===== config.mk =====
export PLATFORM = sky130hd
export DESIGN_NAME = platform_rom_arbiter
export DESIGN_NICKNAME = d
export VERILOG_FILES = /design/src/rtl/platform_rom_arbiter_pkg.sv /design/src/rtl/platform_rom_arbiter_rr_arbiter.sv /design/src/rtl/platform_rom_arbiter.sv
export SDC_FILE = /design/constraint.sdc
export NUM_CORES = 1
export LEC_CHECK = 0
export CORE_MARGIN = 10
export CORE_UTILIZATION = 39
export CTS_CLUSTER_DIAMETER = 30
export DETAILED_ROUTE_END_ITERATION = 10
export GPL_ROUTABILITY_DRIVEN = 0
export HOLD_SLACK_MARGIN = 0.02
export PLACE_DENSITY = 0.95
export SYNTH_ARGS = -nofsm -noshare
export SYNTH_HDL_FRONTEND = slang
export SYNTH_SLANG_ARGS = --single-unit
export TNS_END_PERCENT = 10

===== constraint.sdc =====
create_clock -name Clk -period 8.89 [get_ports Clk]
set_input_delay 0.889 -clock Clk [delete_from_list [all_inputs] [get_ports Clk]]
set_output_delay 0.889 -clock Clk [all_outputs]
set_load 0.03 [all_outputs]

===== src/rtl/platform_rom_arbiter_pkg.sv =====
// Shared constants and types for the sprite ROM sharing logic.
package platform_rom_arbiter_pkg;

  // Geometry of the platform sprite ROMs.
  localparam int SPRITE_ADDR_W = 10;
  localparam int SPRITE_DATA_W = 24;

  // One RGB888 colour word as stored in a sprite ROM.
  typedef logic [SPRITE_DATA_W-1:0] rgb888_t;

  // Round-robin successor of idx in a ring of n slots.
  function automatic int wrap_inc(input int idx, input int n);
    return (idx + 1 >= n) ? 0 : idx + 1;
  endfunction

endpackage


===== src/rtl/platform_rom_arbiter_rr_arbiter.sv =====
// Round-robin arbiter: grants the first requester found when searching
// upward from rr_ptr (modulo N). Purely combinational; the caller owns the
// pointer register so the same block can serve other sprite ROM ports.
module platform_rom_arbiter_rr_arbiter #(
  parameter int N     = 4,
  parameter int IDX_W = $clog2(N)
) (
  input  logic [N-1:0]     req,
  input  logic [IDX_W-1:0] rr_ptr,
  input  logic             enable,
  output logic [N-1:0]     grant,
  output logic [IDX_W-1:0] grant_idx,
  output logic             grant_valid
);

  logic [IDX_W-1:0] cand_idx;

  // Search the ring starting at rr_ptr; the first asserted request wins.
  always_comb begin
    grant       = '0;
    grant_idx   = '0;
    grant_valid = 1'b0;
    cand_idx    = '0;
    for (int off = 0; off < N; off++) begin
      cand_idx = IDX_W'((int'(rr_ptr) + off) % N);
      if (enable && !grant_valid && req[cand_idx]) begin
        grant[cand_idx] = 1'b1;
        grant_idx       = cand_idx;
        grant_valid     = 1'b1;
      end
    end
  end

endmodule


===== src/rtl/platform_rom_arbiter.sv =====
// Shares one synchronous-read sprite ROM port between NUM_REQ pixel
// fetchers plus a write channel with strict priority, and returns each read
// word tagged with the id of the requester that issued it.
//
// Handshakes: a requester holds req[i] (and its address slot) until it sees
// grant[i]=1 at a rising edge; that edge is the transfer, and req still high
// afterwards is a new request. The write channel works the same way with
// wr_valid/wr_ready, except wr_ready is granted whenever wr_valid is high
// outside reset. Responses (rsp_valid) have no ready: the consumer must take
// every word in the cycle it is presented.
module platform_rom_arbiter
  import platform_rom_arbiter_pkg::*;
#(
  parameter int NUM_REQ     = 4,
  parameter int ADDR_W      = SPRITE_ADDR_W,
  parameter int DATA_W      = SPRITE_DATA_W,
  parameter int ROM_LATENCY = 1,
  parameter int ID_W        = $clog2(NUM_REQ)
) (
  input  logic                      Clk,
  input  logic                      Reset,
  input  logic [NUM_REQ-1:0]        req,
  input  logic [NUM_REQ*ADDR_W-1:0] req_addr,
  output logic [NUM_REQ-1:0]        grant,
  input  logic                      wr_valid,
  input  logic [ADDR_W-1:0]         wr_address,
  input  logic [DATA_W-1:0]         wr_data,
  output logic                      wr_ready,
  output logic                      rom_we,
  output logic [ADDR_W-1:0]         rom_write_address,
  output logic [ADDR_W-1:0]         rom_read_address,
  output logic [DATA_W-1:0]         rom_data_in,
  input  logic [DATA_W-1:0]         rom_data_out,
  output logic                      rsp_valid,
  output logic [ID_W-1:0]           rsp_id,
  output logic [DATA_W-1:0]         rsp_data
);

  logic [ID_W-1:0]        rr_ptr_q, rr_ptr_d;
  logic [ADDR_W-1:0]      rd_addr_q, rd_addr_d;
  logic [ROM_LATENCY-1:0] vld_q, vld_d;
  logic [ID_W-1:0]        id_q [ROM_LATENCY];
  logic [ID_W-1:0]        id_d [ROM_LATENCY];
  logic [DATA_W-1:0]      hold_q, hold_d;

  logic                   arb_en;
  logic                   arb_valid;
  logic [ID_W-1:0]        arb_idx;

  // Reads only compete when neither reset nor a write owns the port.
  assign arb_en = ~Reset & ~wr_valid;

  platform_rom_arbiter_rr_arbiter #(
    .N     (NUM_REQ),
    .IDX_W (ID_W)
  ) u_rr_arbiter (
    .req         (req),
    .rr_ptr      (rr_ptr_q),
    .enable      (arb_en),
    .grant       (grant),
    .grant_idx   (arb_idx),
    .grant_valid (arb_valid)
  );

  // Write channel: accepted in the same cycle it is offered.
  always_comb begin
    wr_ready          = wr_valid & ~Reset;
    rom_we            = wr_valid & ~Reset;
    rom_write_address = wr_address;
    rom_data_in       = wr_data;
  end

  // Read address: the granted slot, otherwise the last address presented.
  always_comb begin
    rom_read_address = rd_addr_q;
    if (arb_valid) begin
      rom_read_address = req_addr[int'(arb_idx)*ADDR_W +: ADDR_W];
    end
  end

  // Next state: pointer advance, address hold, in-flight {valid,id} shift
  // register and the rsp_data hold value.
  always_comb begin
    rr_ptr_d = rr_ptr_q;
    if (arb_valid) begin
      rr_ptr_d = ID_W'(wrap_inc(int'(arb_idx), NUM_REQ));
    end
    rd_addr_d = rom_read_address;
    vld_d     = vld_q;
    id_d      = id_q;
    vld_d[0]  = arb_valid;
    id_d[0]   = arb_idx;
    for (int j = 1; j < ROM_LATENCY; j++) begin
      vld_d[j] = vld_q[j-1];
      id_d[j]  = id_q[j-1];
    end
    hold_d = rsp_valid ? rom_data_out : hold_q;
  end

  // State registers; reset drops every in-flight read.
  always_ff @(posedge Clk) begin
    if (Reset) begin
      rr_ptr_q  <= '0;
      rd_addr_q <= '0;
      vld_q     <= '0;
      hold_q    <= '0;
      for (int j = 0; j < ROM_LATENCY; j++) begin
        id_q[j] <= '0;
      end
    end else begin
      rr_ptr_q  <= rr_ptr_d;
      rd_addr_q <= rd_addr_d;
      vld_q     <= vld_d;
      hold_q    <= hold_d;
      id_q      <= id_d;
    end
  end

  // The tail of the shift register lines up with the ROM output word.
  assign rsp_valid = vld_q[ROM_LATENCY-1];
  assign rsp_id    = id_q[ROM_LATENCY-1];
  assign rsp_data  = rsp_valid ? rom_data_out : hold_q;

endmodule


## Word-level counts from Yosys, hierarchy flattened

Cells that the tools add are included.

- Register bits: 39
- Bits of input ports: 105
- Output and inout port bits: 77
- Logic and storage cells: 72

- Add/subtract/negate cells: 4
- $mul: 1
- $lt $le $gt $ge: 9
- Shifts and indexed selects: 1
- Muxes and demuxes: 31
- Bitwise operators: 7
- Reductions and logical operators: 14

Operators by type and width:

| operator | number |
|---|---|
| $shiftx 40x7->10 | 1 |
| $mux 24 | 1 |
| $mux 4 | 4 |
| $lt 2x3->1 const B | 4 |
| $mux 1 | 12 |
| $or 4x4->4 | 3 |
| $logic_and 1x1->1 | 11 |
| $mux 10 | 1 |
| $mux 2 | 5 |
| $bmux 1 s2 | 4 |
| $demux 1 s2 | 4 |
| $ge 2x1->1 const B | 4 |
| $mul 2x3->5 const B | 1 |
| $add 2x2->2 const B | 2 |
| $add 2x1->3 const B | 1 |
| $ge 3x3->1 const B | 1 |
| $logic_not 1->1 | 3 |
| $add 2x1->2 const B | 1 |
| $and 1x1->1 | 2 |
| $not 1->1 | 2 |

## Logic depth before layout (Yosys ltp)

Gate-level depths: netlist of the first run.

- Depth after elaboration: 19
- Depth in mapped cells: 12
- Mapped depth without buffers: 9

## Hierarchy

From an unflattened synthesis of the first run, not the netlist that was laid out.

- Cell total of the unflattened synthesis: 279
- Area, all modules: 2763.9 µm²

By module, submodules not included:

| module | times used | cells an instance | area each (µm²) | seq. area each (µm²) |
|---|---|---|---|---|
| platform_rom_arbiter | 1 | 212 | 2185.8 | 780.7 |
| platform_rom_arbiter_rr_arbiter | 1 | 67 | 578.1 | 0.0 |

## Least setup slack after synthesis of the first run

No wires, ideal clock.

- Path type: reg2out
- Start point: register rr_ptr_q[0]
- End point: output rom_read_address[0]
- Arrival time: 3458 ps
- Data required time: 8001 ps
- Setup slack: 4543 ps
- Stages on the path, launching flop included: 13
- Buffers on the path: 3
- Path through: dfxtp_1 buf_2 inv_1 ha_1 mux4_2 nor2b_4 nor4_4 nor2_2 buf_6 inv_2 buf_2 nand2_1 a311oi_1

- Longest elaborated chain between the ends: 19
- Elaborated cells on any way between the ends: 32
- Classes of those cells: add/sub: 3; mul: 1; shift: 1; mux: 17; reduce/logical: 10

Ends and longest elaborated chain:

| element | line | RTL |
|---|---|---|
| from (decl) | platform_rom_arbiter.sv:39 | `logic [ID_W-1:0] rr_ptr_q, rr_ptr_d;` |
| from (signal assigned) | platform_rom_arbiter.sv:111 | `rr_ptr_q <= rr_ptr_d;` |
| $bmux 1 s2 | platform_rom_arbiter_rr_arbiter.sv:26 | `if (enable && !grant_valid && req[cand_idx]) begin` |
| $mux 1 (not written as such) | platform_rom_arbiter_rr_arbiter.sv:26 |  |
| $logic_and 1x1->1 | platform_rom_arbiter_rr_arbiter.sv:26 |  |
| $mux 1 | platform_rom_arbiter_rr_arbiter.sv:26 |  |
| $logic_not 1->1 | platform_rom_arbiter_rr_arbiter.sv:26 |  |
| $logic_and 1x1->1 (2 in a row) | platform_rom_arbiter_rr_arbiter.sv:26 |  |
| $mux 1 | platform_rom_arbiter_rr_arbiter.sv:26 |  |
| $logic_not 1->1 | platform_rom_arbiter_rr_arbiter.sv:26 |  |
| $logic_and 1x1->1 (2 in a row) | platform_rom_arbiter_rr_arbiter.sv:26 |  |
| $mux 1 | platform_rom_arbiter_rr_arbiter.sv:26 |  |
| $logic_not 1->1 | platform_rom_arbiter_rr_arbiter.sv:26 |  |
| $logic_and 1x1->1 (2 in a row) | platform_rom_arbiter_rr_arbiter.sv:26 |  |
| $mux 2 | platform_rom_arbiter_rr_arbiter.sv:26 |  |
| $mul 2x3->5 | platform_rom_arbiter.sv:77 | `rom_read_address = req_addr[int'(arb_idx)*ADDR_W +: ADDR_W];` |
| $shiftx 40x7->10 | platform_rom_arbiter.sv:77 |  |
| $mux 10 (*) | platform_rom_arbiter.sv:76 | `if (arb_valid) begin` |
| to (decl) | platform_rom_arbiter.sv:31 | `output logic [ADDR_W-1:0] rom_read_address,` |

Every way passes the cells marked *; elsewhere a longest branch is shown, timed or not. The select of a mux whose other input is x is not followed.

## Final worst setup path of the first run

- Start point: register rr_ptr_q[0]
- End point: output rom_read_address[8]

The elaborated chain is that of the path after synthesis.

==> flow_summary.yaml, run 1 <==
routing:
  finalWirelength_um: 8240
  wl_per_cell_um: 17.6
  dr.pass1.iters: 4
  via_count: 2513
  viasPerCell: 5.38
  drt_iter0_markers: 114
  drcViolationCount: 0
  drtAntennaViolNets: 0
sta:
  fin_crit_sh: 0.637
  tns_ps: 0
  rsz0062_at_grt: "false"
  period_needed_ps: 5660
  fmax_mhz: 177
  clock_skew_ps: 5.78
  whs_ps: 495
  finalMaxSlewViolations: 0
  slew_headroom: 0.249
  setup_viol: 0
  hold_viol_final: 0
  worst_pin_slew_ps: 1130
worst_setup_path:
  r2r_end: "rd_addr_q[8]"
  r2r_cells: 8
  r2r-start: "rr_ptr_q[0]"
  critPathKind: "flip-flop to output pin"
  cpLargestDelayFamily: "multiplexers"
  max_stage_delay_ps: 920
  crit_slowest_cell: "nor2_2"
  crit_buf_inv: 2
  cp.depth: 9
  arrival_ps: 4770
  cp.required_ps: 8000
  crit_fanout: 22
  regToRegSetupSlack_ps: 4790
  cp-end-kind: "output pin"
  crit_chain: "inv_1, ha_1, mux4_2, nand2b_4, a211oi_2, nor2_2, mux2_2, o221a_1, clkdlybuf4s50_1"
  startpoint_type: "flip-flop"
power_and_ir_drop:
  ir_drop_mv: 0.0798
  power_density_nw_per_um2: 155
  clkPwrFrac: 0.253
  switchingPower_mw: 0.192
  switching_share: 0.330
  leakagePower_nw: 1.42
  seqPwrFrac: 0.347
  combinationalPowerShare: 0.401
  intPower_mw: 0.389
clocking:
  clk_latency_ps: 280
  cts_setup_buffers: 0
  htreeDepth: 2
  clockBufferDepth: 2
  cts_buffers: 5
  hold_buffers: 0
  cts_resized: 0
  clkSinkCount: 39
  clk_pin_slew_ps: 80
  clockRootBuffer: "clkbuf_8"
  cts_tree: "done"
status:
  run_status: "completed"
die:
  num_rows: 30
  start_util: 0.400
  io_pins: 182
  coreArea_um2: 6790
  dieArea_um2: 10700
  dieWidth_um: 103
  die_h_um: 103
synthesis:
  yosysTopAreaCellShare: 0.287
  yosys.area.top_type: "dfxtp_1"
  ys_seq_area_frac: 0.287
  synth_edf_count: 0
  syn_area_um2: 2720
  synth_nets: 413
  yosysUniqueCellTypes: 46
  synth.avg_cell_area_um2: 8.94
  synth_ff_type: "dfxtp_1"
  synth_cells: 304
  ys_warn_count: 0
  async_flop_share: 0
  yosys-top-cells-area: "dfxtp_1 29%, mux2_2 12%, buf_4 9.7%"
  synth_seq_cells: 39
run:
  maxCapViolCount: 0
hold_path:
  hold_path_depth: 1
  hp-class: "flip-flop to flip-flop"
  hold_end: "rd_addr_q[7]"
  holdCritStartpoint: "rd_addr_q[7]"
placed_design:
  dpl.hpwl_um: 6470
  dpl-instance-area_um2: 3630
  dp_cells: 459
  io_buffers: 113
grt:
  grt_pass1_vias: 2535
  track_usage: 0.147
  grt-ovfl-total: 0
  antenna_found_initial: 0
  grt_pass1_wl_um: 12600
  grt_max_degree: 32
final_layout:
  drive_gt1_frac: 0.151
  fin_area_um2: 3740
  area_growth_pct: 37.8
  fillCellCount: 599
  instances_no_fill: 467
  num_antenna_cells: 0
  fin_nets: 479
  multi_input_area_um2: 1570
  regArea_um2: 781
power by group through the flow:
| stage | clock network (mW) | logic (mW) | registers (mW) |
|---|---|---|---|
| after floorplan | 0 | 0.171 | 0.202 |
| after global placement | 0 | 0.227 | 0.205 |
| after detailed placement | 0 | 0.232 | 0.205 |
| after CTS | 0.152 | 0.233 | 0.201 |
| after global routing | 0.159 | 0.248 | 0.203 |
| final | 0.147 | 0.233 | 0.201 |
sequential cells by signal, indices dropped and copies added, names as in the netlist:
| register | cells |
|---|---|
| hold_q | 24 |
| rd_addr_q | 10 |
| rr_ptr_q | 2 |
| rsp_id | 2 |
| rsp_valid | 1 |
logic make-up (layout without fill, tap and decap cells):
family | Yosys count | after routing | share of synthesized area
buffers and inverters | 61 | 128 | 0.138
adder cells (fa/ha/maj) | 4 | 4 | 0.0184
flip-flops | 39 | 39 | 0.287
multiplexers | 41 | 41 | 0.187
AO/OA/AOI/OAI | 74 | 74 | 0.190
AND/OR/NAND/NOR | 85 | 85 | 0.179
synth_stat cells (all sizes together), types with 2 or more instances:
| cell type | number |
|---|---|
| nand2 | 12 |
| ha | 4 |
| a211oi | 2 |
| dfxtp | 39 |
| a21oi | 21 |
| a311oi | 9 |
| a2bb2oi | 2 |
| and3 | 10 |
| buf | 42 |
| mux4 | 2 |
| mux2 | 37 |
| o21ai | 16 |
| nand3 | 12 |
| mux2i | 2 |
| nor2b | 26 |
| a221o | 10 |
| clkbuf | 14 |
| a22oi | 8 |
| or4 | 2 |
| inv | 5 |
| nor2 | 14 |
| nand2b | 2 |
layer usage:
layer	vias up	routed length (um)	part of all wire	GRT usage
met5	-	0	0	0
met4	0	187	0.023	0.0599
met3	20	948	0.12	0.0611
met2	147	3800	0.46	0.238
met1	1145	3310	0.40	0.168
li1	1201	-	-	-
how the worst max path moves through the flow:
| stage | start | end | slack (ps) |
|---|---|---|---|
| after floorplan | rr_ptr_q[0] | rom_read_address[0] | 4540 |
| after global placement | req[3] | rom_read_address[0] | 3450 |
| after detailed placement | req[3] | rom_read_address[0] | 3440 |
| after CTS | rr_ptr_q[0] | rom_read_address[8] | 3220 |
| after global routing | rr_ptr_q[0] | rom_read_address[2] | 2900 |
| final | rr_ptr_q[0] | rom_read_address[8] | 3230 |
through the flow:
stage	setup slack [ps]	power [mW]	util
after detailed placement	3440	0.437	0.534
after global placement	3450	0.432	0.534
after global routing	2900	0.610	0.551
after floorplan	4540	0.373	-
after CTS	3220	0.587	0.551
final	3230	0.581	0.551
layout make-up:
| cell class | count | area share |
|---|---|---|
| multi-input combinational | 204 | 0.418 |
| tap | 96 | 0.0321 |
| timing repair buffer | 115 | 0.306 |
| clock inverter | 3 | 0.0117 |
| inverter | 5 | 0.00501 |
| clock buffer | 5 | 0.0184 |
| sequential | 39 | 0.209 |
worst reg2reg max path, cell delays in order, from the launching register on:
cell and delay, ps:
dfxtp_1 690, inv_1 240, ha_1 460, mux4_2 600, nand2b_4 130, a211oi_2 160, nor2_2 920, mux2_2 440
a221o_1 340
cells in the final DEF, fill, tap and decap left out, types with 2 or more instances in the layout:
| master | Yosys | routed |
|---|---|---|
| inv_1 | 3 | 3 |
| mux2_4 | 7 | 7 |
| nor2b_1 | 25 | 25 |
| nand2_1 | 12 | 12 |
| inv_2 | 2 | 2 |
| nand3_1 | 12 | 12 |
| clkdlybuf4s50_1 | 0 | 113 |
| or4_1 | 2 | 2 |
| ha_1 | 4 | 4 |
| dfxtp_1 | 39 | 39 |
| mux2_2 | 28 | 28 |
| buf_4 | 35 | 2 |
| and3_1 | 10 | 10 |
| o21ai_0 | 14 | 14 |
| o21ai_1 | 2 | 2 |
| nor2_1 | 13 | 13 |
| a22oi_1 | 8 | 8 |
| mux2i_1 | 2 | 2 |
| a311oi_1 | 9 | 9 |
| clkbuf_8 | 0 | 5 |
| mux4_2 | 2 | 2 |
| a221o_1 | 10 | 10 |
| a21oi_1 | 21 | 20 |
| a2bb2oi_1 | 2 | 2 |
| mux2_1 | 2 | 2 |
No activity file was read; power rests on OpenSTA's default activity.
==> inputs of run 2 (changes only) <==
CORE_UTILIZATION = 36   (was 39)
PLACE_DENSITY = 0.9   (was 0.95)
clock period = 5.4 ns   (was 8.89 ns; I/O delays follow)
==> flow_summary.yaml, run 2 (same netlist as run 1, synthesis figures left out) <==
status:
  run_status: "completed"
clocking:
  clkSinkCount: 39
  cts_resized: 0
  clockBufferDepth: 2
  hold_buffers: 0
  clk_pin_slew_ps: 80
  cts_setup_buffers: 0
  clk_latency_ps: 280
  cts_tree: "done"
  htreeDepth: 2
  clockRootBuffer: "clkbuf_8"
  cts_buffers: 5
worst_setup_path:
  cp-end-kind: "output pin"
  crit_fanout: 22
  startpoint_type: "flip-flop"
  startpoint: "rr_ptr_q[0]"
  cp.required_ps: 4860
  critical_path.most_common_cell: "buf_4"
  critPathKind: "flip-flop to output pin"
  crit_slowest_cell: "clkdlybuf4s50_1"
  crit_chain: "inv_1, ha_1, mux4_2, nor2b_4, nor4_4, buf_4, nor2_2, buf_4, inv_2, nand2_1, a311oi_1, clkdlybuf4s50_1"
  r2r-start: "rr_ptr_q[0]"
  max_stage_delay_ps: 740
  arrival_ps: 4480
placed_design:
  dpl-instance-area_um2: 3660
  dpl.hpwl_um: 6530
  io_buffers: 113
  post-place-ws_ps: 702
run:
  maxCapViolCount: 0
power_and_ir_drop:
  power_density_nw_per_um2: 244
  combinationalPowerShare: 0.421
  switchingPower_mw: 0.312
  clkPwrFrac: 0.217
  ir_drop_mv: 0.115
  switching_share: 0.340
  seqPwrFrac: 0.362
  leakagePower_nw: 1.43
  intPower_mw: 0.605
die:
  start_util: 0.373
  coreArea_um2: 7290
  dieArea_um2: 11400
  io_pins: 182
  die_h_um: 107
  dieWidth_um: 107
  num_rows: 31
sta:
  fmax_mhz: 199
  period_needed_ps: 5020
  tns_ps: 0
  setup_ws_ps: 381
  slew_headroom: 0.283
  clock_skew_ps: 5.57
  hold_viol_final: 0
  finalMaxSlewViolations: 0
  worst_pin_slew_ps: 1070
  fin_crit_sh: 0.929
  rsz0062_at_grt: "false"
  whs_ps: 499
  setup_viol: 0
final_layout:
  drive_gt1_frac: 0.158
  largest_reg_flops: 24
  num_antenna_cells: 0
  fin_nets: 483
  reg_top3: "hold_q x24, rd_addr_q x10"
  fin_util: 0.515
  top_register: "hold_q"
  final_cell_mix: "113 x clkdlybuf4s50_1, 39 x dfxtp_1, 28 x mux2_2"
  layout.cells.most_common: "clkdlybuf4s50_1"
  fin_area_um2: 3750
  area_growth_pct: 38.1
routing:
  finalWirelength_um: 8450
  drtAntennaViolNets: 0
  viasPerCell: 5.35
  via_count: 2529
  wl_per_cell_um: 17.9
  drt_iter0_markers: 137
  dr.pass1.iters: 5
  drcViolationCount: 0
hold_path:
  holdCritStartpoint: "rd_addr_q[0]"
  hp-class: "flip-flop to flip-flop"
grt:
  grt_pass1_vias: 2686
  grt_pass1_wl_um: 13600
  antenna_found_initial: 0
  track_usage: 0.143
  grt_max_degree: 32
  grt-ovfl-total: 0
run 2: changes by cell type in the layout (fill, tap and decap cells not counted), sizes merged:
| cell | delta |
|---|---|
| bufinv | -1 |
| buf | +4 |
| clkbuf | +1 |
| clkinv | -1 |
run 2: layer usage:
layer / part of all wire / vias to the layer above / GRT usage
met5: 0 / - / 0
met4: 0.013 / 0 / 0.0416
met3: 0.087 / 12 / 0.0611
met2: 0.45 / 141 / 0.228
met1: 0.45 / 1170 / 0.169
li1: - / 1206 / -
run 2: worst max-delay path: cells and delay by family, from the launching register on:
family / cells / cell delay (ps)
AO/OA/AOI/OAI: 1 / 300
buffers and inverters: 5 / 1600
AND/OR/NAND/NOR: 4 / 520
flip-flops: 1 / 690
adder cells (fa/ha/maj): 1 / 470
multiplexers: 1 / 610
run 2: power groups by stage:
stage / registers (mW) / clock network, mW / logic (mW)
finish: 0.332 / 0.199 / 0.386
global route: 0.335 / 0.218 / 0.412
detailed placement: 0.338 / 0 / 0.386
floorplan: 0.332 / 0 / 0.281
global placement: 0.337 / 0 / 0.378
CTS: 0.332 / 0.207 / 0.388
run 2: area by class of cell:
class	instances	area, um2
clock inverter	1	5.00
timing repair buffer	119	1180
inverter	5	18.8
fill	679	3540
sequential	39	781
clock buffer	6	82.6
multi-input combinational	204	1570
tap	99	124
run 2: path summary, 6_finish.rpt:
check / slack, ps / depth (start not counted) / end
setup / recovery: 380 / 12 / rom_read_address[9]
hold reg to reg: 500 / 1 / rd_addr_q[0]
hold / removal: 500 / 1 / rd_addr_q[0]
setup reg to reg: 1780 / 10 / rd_addr_q[9]
run 2: through the flow:
stage               power [mW]  instances
floorplan                0.613        304
global placement         0.715        466
detailed placement       0.724        466
CTS                      0.927        473
global route             0.965        473
finish                   0.917        473
==> inputs of run 3 (changes only) <==
GPL_ROUTABILITY_DRIVEN = unset   (was 0)
==> results of run 3 <==
Same layout as run 2: the final DEF is identical, and so are final timing and power.
